===== src/rtl/vga_timing_ctrl.sv =====
// VGA timing generator: pixel clock-enable prescaler plus horizontal/vertical
// counters with registered sync, data-enable and line/frame start pulses.
module vga_timing_ctrl #(
    parameter int CE_DIV   = 2,
    parameter int H_ACTIVE = 640,
    parameter int H_FP     = 16,
    parameter int H_SYNC   = 96,
    parameter int H_BP     = 48,
    parameter int V_ACTIVE = 480,
    parameter int V_FP     = 10,
    parameter int V_SYNC   = 2,
    parameter int V_BP     = 33,
    parameter bit SYNC_POL = 1'b0
) (
    input  logic       clk,
    input  logic       rst,
    input  logic       en,
    output logic       pix_ce,
    output logic       hsync,
    output logic       vsync,
    output logic       de,
    output logic [9:0] x,
    output logic [9:0] y,
    output logic       line_start,
    output logic       frame_start
);

    localparam int H_TOTAL = H_ACTIVE + H_FP + H_SYNC + H_BP;
    localparam int V_TOTAL = V_ACTIVE + V_FP + V_SYNC + V_BP;
    localparam int HS_BEG  = H_ACTIVE + H_FP;
    localparam int HS_END  = HS_BEG + H_SYNC;
    localparam int VS_BEG  = V_ACTIVE + V_FP;
    localparam int VS_END  = VS_BEG + V_SYNC;
    localparam int CW      = (CE_DIV > 1) ? $clog2(CE_DIV) : 1;

    logic [CW-1:0] ce_cnt;
    logic [9:0]    x_nxt;
    logic [9:0]    y_nxt;
    logic          hs_reg_nxt;
    logic          vs_reg_nxt;

    assign pix_ce = en && (ce_cnt == CW'(CE_DIV - 1));

    always_ff @(posedge clk or posedge rst) begin
        if (rst) begin
            ce_cnt <= '0;
        end else if (en) begin
            ce_cnt <= (ce_cnt == CW'(CE_DIV - 1)) ? '0 : ce_cnt + CW'(1);
        end
    end

    // Decode regions from the next count so sync/de land on the same edge as x/y.
    always_comb begin
        x_nxt = x + 10'd1;
        y_nxt = y;
        if (x == 10'(H_TOTAL - 1)) begin
            x_nxt = '0;
            y_nxt = (y == 10'(V_TOTAL - 1)) ? '0 : y + 10'd1;
        end
        hs_reg_nxt = (x_nxt >= 10'(HS_BEG)) && (x_nxt < 10'(HS_END));
        vs_reg_nxt = (y_nxt >= 10'(VS_BEG)) && (y_nxt < 10'(VS_END));
    end

    always_ff @(posedge clk or posedge rst) begin
        if (rst) begin
            x           <= 10'(H_TOTAL - 1);
            y           <= 10'(V_TOTAL - 1);
            hsync       <= ~SYNC_POL;
            vsync       <= ~SYNC_POL;
            de          <= 1'b0;
            line_start  <= 1'b0;
            frame_start <= 1'b0;
        end else begin
            line_start  <= 1'b0;
            frame_start <= 1'b0;
            if (pix_ce) begin
                x           <= x_nxt;
                y           <= y_nxt;
                hsync       <= hs_reg_nxt ? SYNC_POL : ~SYNC_POL;
                vsync       <= vs_reg_nxt ? SYNC_POL : ~SYNC_POL;
                de          <= (x_nxt < 10'(H_ACTIVE)) && (y_nxt < 10'(V_ACTIVE));
                line_start  <= (x_nxt == '0);
                frame_start <= (x_nxt == '0) && (y_nxt == '0);
            end
        end
    end

endmodule


===== config.mk =====
export PLATFORM = sky130hd
export DESIGN_NAME = vga_timing_ctrl
export DESIGN_NICKNAME = d
export VERILOG_FILES = /design/src/rtl/vga_timing_ctrl.sv
export SDC_FILE = /design/constraint.sdc
export NUM_CORES = 1
export LEC_CHECK = 0
export CORE_UTILIZATION = 49
export CTS_CLUSTER_SIZE = 28
export DETAILED_ROUTE_END_ITERATION = 6
export PLACE_DENSITY = 0.77
export RECOVER_POWER = 25
export SETUP_SLACK_MARGIN = 0.15
export SYNTH_ARGS = -nofsm -noshare
export SYNTH_HDL_FRONTEND = slang
export SYNTH_SLANG_ARGS = --single-unit

===== constraint.sdc =====
create_clock -name clk -period 2.6 [get_ports clk]
set_clock_uncertainty 0.1 [all_clocks]
set_input_delay 0.26 -clock clk [delete_from_list [all_inputs] [get_ports clk]]
set_output_delay 0.26 -clock clk [all_outputs]
set_load 0.02 [all_outputs]

==> results.sh <==
export IMPL_synth_seq_cells=26
export IMPL_clk_root_buffer_cell="clkbuf_8"
export IMPL_hold_start="ce_cnt$_DFFE_PP0P_"
export IMPL_timing_fmax_mhz=422
export IMPL_switchingPower_w=0.000503
export IMPL_synth_area_leaders="dfrtp_1 19%, dfstp_2 17%, o21ai_0 4.8%"
export IMPL_grt_overflow_total=0
export IMPL_numCtsBuffers=3
export IMPL_reg2reg_to="vsync$_DFFE_PP1P_"
export IMPL_synth_edf_count=0
export IMPL_slew_headroom_pct=10.3
export IMPL_grt_pass1_vias=1507
export IMPL_start_kind="flip-flop"
export IMPL_post_route_drc_count=0
export IMPL_worstSetupPathType="reg -> reg"
export IMPL_globalplace_congestion=0.851
export IMPL_synth_flop_cell="dfrtp_1"
export IMPL_drtIter0Drc=120
export IMPL_antenna_left=0
export IMPL_min_period_ps=2370
export IMPL_grt_max_degree=27
export IMPL_swShare_pct=38.4
export IMPL_pwr_share_seq_pct=42.8
export IMPL_critPathTopFamily="simple AND/OR/NAND/NOR gates"
export IMPL_diodes=0
export IMPL_grt_usage_pct=23.3
export IMPL_crit_buf_inv=0
export IMPL_avgSynthCellArea_um2=8.79
export IMPL_comb_power_share_pct=39.2
export IMPL_outcome="complete, no violations"
export IMPL_tightest_slew_ps=1350
export IMPL_area_growth_pct=22.1
export IMPL_period_share_pct=91.2
export IMPL_worstSetupEndpointType="flip-flop"
export IMPL_wire_per_inst_um=15.0
export IMPL_synthDistinctLibCells=53
export IMPL_p_clk_share_pct=18.1
export IMPL_p_per_area_nw_per_um2=570
export IMPL_yosysWarnings=0
export IMPL_hold_depth=1
export IMPL_min_to="ce_cnt$_DFFE_PP0P_"
export IMPL_maxCapViolCount=0
export IMPL_hp_class="reg -> reg"
export IMPL_ir_drop_v=0.000625
export IMPL_htreeDepth=1
export IMPL_synth_top_area_share_pct=18.6
export IMPL_first_pass_iters=5
export IMPL_slowest_delay_ps=560
export IMPL_setup_viol=0
export IMPL_hold_viol=0
export IMPL_ctsHoldBuffers=0
export IMPL_cp_required_ps=2710
export IMPL_layout_drive_gt1_share_pct=17.6
export IMPL_rows=22
export IMPL_syn_nets=221
export IMPL_ff2ff_path_depth=7
export IMPL_reg2reg_from="x[0]$_DFFE_PP1P_"
export IMPL_cts_clk_slew_worst_paths_ps=90
export IMPL_dieArea_um2=4090
export IMPL_wirelength_um=4390
export IMPL_cts_sink_count=26
export IMPL_final_max_slew_viol_count=0
export IMPL_ioPinCount=29
export IMPL_initial_core_util_pct=51.4
export IMPL_insertion_delay_ps=270
export IMPL_p_int_w=0.000807
export IMPL_final_setup_tns_ps=0
export IMPL_core_region_area_um2=3660
export IMPL_num_fill_cells=325
export IMPL_reg2reg_slack_ps=230
export IMPL_io_buffers=28
export IMPL_die_y_um=64.0
export IMPL_dieWidth_um=64.0
export IMPL_placed_cells=287
export IMPL_rsz0062_at_grt="no"
export IMPL_yosys_top_cells_count="24 x nand2_1, 21 x nor2_1, 18 x o21ai_0, 14 x dfrtp_1, 12 x dfstp_2"
export IMPL_synth_seq_area_share_pct=35.4
export IMPL_clk_path_buf_depth=2
export IMPL_slowest_stage="dfstp_2"
export IMPL_leakage_nw=0.876
export IMPL_grt_pass1_wl_um=7440
export IMPL_viasPerCell=5.97
export IMPL_cts_tree="built"
export IMPL_yosysTopAreaCell="dfrtp_1"
export IMPL_cp_cell_sequence="ha_4 -> and4_4 -> and3_2 -> and4_1 -> o21ai_0 -> a2111oi_4 -> nor2_1"
export IMPL_vias=1742
export IMPL_synth_most_common_cell="nand2_1"
export IMPL_dp_hpwl_um=3150
export IMPL_crit_fanout=12
export IMPL_synthesis_area_um2=1880
export IMPL_final_nets=252
export IMPL_antenna_found_initial=0
export IMPL_async_reset_ff_share_pct=100
export IMPL_netlist_instances=214
export IMPL_worst_ep_arrival_time_ps=2480
export IMPL_fin_cells=292
[cells by family after synthesis]
group | after synthesis | share of synthesized area, %
and+or+nand+nor | 96 | 28.7
AOI/OAI and AO/OA | 48 | 16.4
DFF | 26 | 35.4
buffers and inverters | 21 | 7.51
xor gates and xnor gates | 15 | 6.98
muxes | 4 | 2.33
adders and majority gates | 4 | 2.66
[layout make-up]
cell class | count | area, um2 | area share, %
Multi-Input combinational cell | 167 | 1130 | 49.3
Timing Repair Buffer | 40 | 367 | 16.0
Inverter | 7 | 26.3 | 1.14
Sequential cell | 26 | 666 | 29.0
Tap cell | 48 | 60.1 | 2.61
Clock buffer | 4 | 45.0 | 1.96
[sequential cells by signal (all words and copies together), names as in the netlist]
signal       flops
hsync            1
de               1
y               10
frame_start      1
vsync            1
ce_cnt           1
x               10
line_start       1
[layout by cell type, fill, tap and decap left out, drive strengths merged, types with 6 or more instances in the layout]
master,count
nand4,7
xor2,6
nor2,22
nand2,24
dfstp,12
a21oi,10
dfrtp,14
o21ai,18
inv,6
clkdlybuf4s50,26
buf,11
nor3,9
xnor2,9
nand3,11
[worst max path at each step]
stage,start,to,slack [ps],cells past startpoint
global route,x[0]$_DFFE_PP1P_,vsync$_DFFE_PP1P_,150,7
global placement,x[1]$_DFFE_PP1P_,vsync$_DFFE_PP1P_,100,7
detailed placement,x[1]$_DFFE_PP1P_,vsync$_DFFE_PP1P_,60,7
finish,x[0]$_DFFE_PP1P_,vsync$_DFFE_PP1P_,230,7
CTS,x[1]$_DFFE_PP1P_,vsync$_DFFE_PP1P_,200,7
floorplan,x[1]$_DFFE_PP1P_,vsync$_DFFE_PP1P_,160,8
[power groups by stage]
stage	Combinational, W	Sequential (W)	Clock, W
5_1_grt	0.000564	0.000573	0.000267
2_1_floorplan	0.000327	0.000584	0
3_5_place_dp	0.000499	0.000565	0
6_report	0.000513	0.000561	0.000237
3_3_place_gp	0.000495	0.000562	0
4_1_cts	0.000503	0.000559	0.000247
[per-stage QoR]
stage / hold WS (ps) / instance area [um2] / total power [W] / worst slack (ps) / util [%]
5_1_grt: 400 / 2300 / 0.00140 / 150 / 62.7
2_1_floorplan: 191 / 1900 / 0.000911 / 159 / -
4_1_cts: 243 / 2260 / 0.00131 / 196 / 61.7
6_report: 372 / 2300 / 0.00131 / 228 / 62.7
3_3_place_gp: 355 / 2210 / 0.00106 / 95.7 / 60.4
3_5_place_dp: 367 / 2210 / 0.00106 / 64.0 / 60.4
[routing by layer]
layer | vias up | part of all wire, % | GRT usage (%)
li1 | 840 | - | -
met1 | 830 | 47 | 35.1
met2 | 65 | 46 | 35.2
met3 | 7 | 5.4 | 2.14
met4 | 0 | 1.6 | 6.82
met5 | - | 0 | 0
[what timing repair did]
action,in CTS,in global routing
resized for setup,2,6
endpoints found under the hold margin,0,0
setup buffers,0,1
pin swaps,0,5
setup endpoints to repair,3,2
Note: power is estimated with default switching activity, not from simulation.
==> RTL edit (same flow settings) <==
The parameter `CE_DIV` goes from 2 to 8.
--- a/src/rtl/vga_timing_ctrl.sv
+++ b/src/rtl/vga_timing_ctrl.sv
@@ -1,7 +1,7 @@
 // VGA timing generator: pixel clock-enable prescaler plus horizontal/vertical
 // counters with registered sync, data-enable and line/frame start pulses.
 module vga_timing_ctrl #(
-    parameter int CE_DIV   = 2,
+    parameter int CE_DIV   = 8,
     parameter int H_ACTIVE = 640,
     parameter int H_FP     = 16,
     parameter int H_SYNC   = 96,
Function: changed (a bounded check fails within 4 cycles, from zero or initial values and one cycle with rst high).
==> RTL edit against the unedited design <==
- the flow now finishes with violations (max-capacitance violations, max-slew violations)
- sequential cell count rose by 2
- sequential power is 9.4% higher
- final area increased by 0.98%
- die area up 2.2%
- worst setup slack improved by 40 ps
- synthesized area is 2.3% higher
- utilization shrank 0.32 points
- wire length is 2.1% lower
- clock power rose by 2%
- count of clock-buffer cells in the layout shrank 1
- non-clock buffer count is 1 lower
- combinational power shrank 23%
- power fell by 4.6%
- critical path type unchanged
- critical endpoint is now de
- largest cell class unchanged
==> RTL edit: results (changes against the unedited design) <==
pin count of the biggest net entering global routing=29 (+7.4%); number of global-route vias before repair=1447 (-4.0%); GRT Resource Usage Total=21.7% (-1.6 points); most frequent cells after synthesis=31 x nand2_1, 19 x nor2_1, 17 x o21ai_0; Placer Congestion=0.876 (+2.9%); status=finished, violations left; Max-Cap Viols=1 (+1); initial DRC count=148 (+23%); syn nets=228 (+3.2%); vias post-DR=1702 (-2.3%); reg2reg end=de; Final Max Slew Viols=29 (+29); met1 Usage GRT=33.0% (-2.1 points); Min-Delay Endpoint=de; wl on met1=2.00 mm (-3.1%); Area after DPL=2240 µm² (+1.3%); first-pass GRT wire length=7.11 mm (-4.4%); # fillers=340 (+4.6%); top cells by area, synth=dfrtp_1 21%, dfstp_2 16%, nand2_1 6.0%; Hold Path Depth=2 (+1); r2r setup slk=270 ps (+40 ps); failing checks=max-capacitance violations, max-slew violations; met3 usage=2.29% (+0.15 points); mux cell area share after synthesis=2.80% (+0.47 points); Netlist cell types=48 (-9.4%); grt met2 use=32.9% (-2.3 points); Setup WS pre-CTS=157 ps (+93.1 ps); CP max FO=7 (-5); layout cells sized above 1=16.2% (-1.4 points)
RTL edit: changes by cell type in the layout (fill, tap and decap cells not counted), sizes merged, moves of 3 or more:
cell | before | now
a21oi | 10 | 6
a221o | 3 | 0
nand2 | 24 | 31
nand2b | 1 | 4
nand4 | 7 | 4
nor3 | 9 | 6
xnor2 | 9 | 13
RTL edit: how the worst max path moves through the flow:
stage,startpoint,endpoint,slack [ps],cells after the start
after floorplan,x[0],y[6],250,8
after global placement,x[0],de,250,7
after detailed placement,x[0],de,160,7
after CTS,x[0],de,170,8
after global routing,x[0],frame_start,150,8
final,x[0],de,270,7
RTL edit: area by class of cell:
class / instances / share of cell area, %
Sequential cell: 28 / 30.9
Timing Repair Buffer: 39 / 15.4
Tap cell: 48 / 2.59
Inverter: 6 / 0.971
Clock buffer: 3 / 1.78
Multi-Input combinational cell: 171 / 48.4
RTL edit: through the flow:
stage,cells,util (%)
after detailed placement,287,60.2
final,295,62.4
after global placement,287,60.2
after CTS,290,61.4
after global routing,295,62.4
after floorplan,219,-
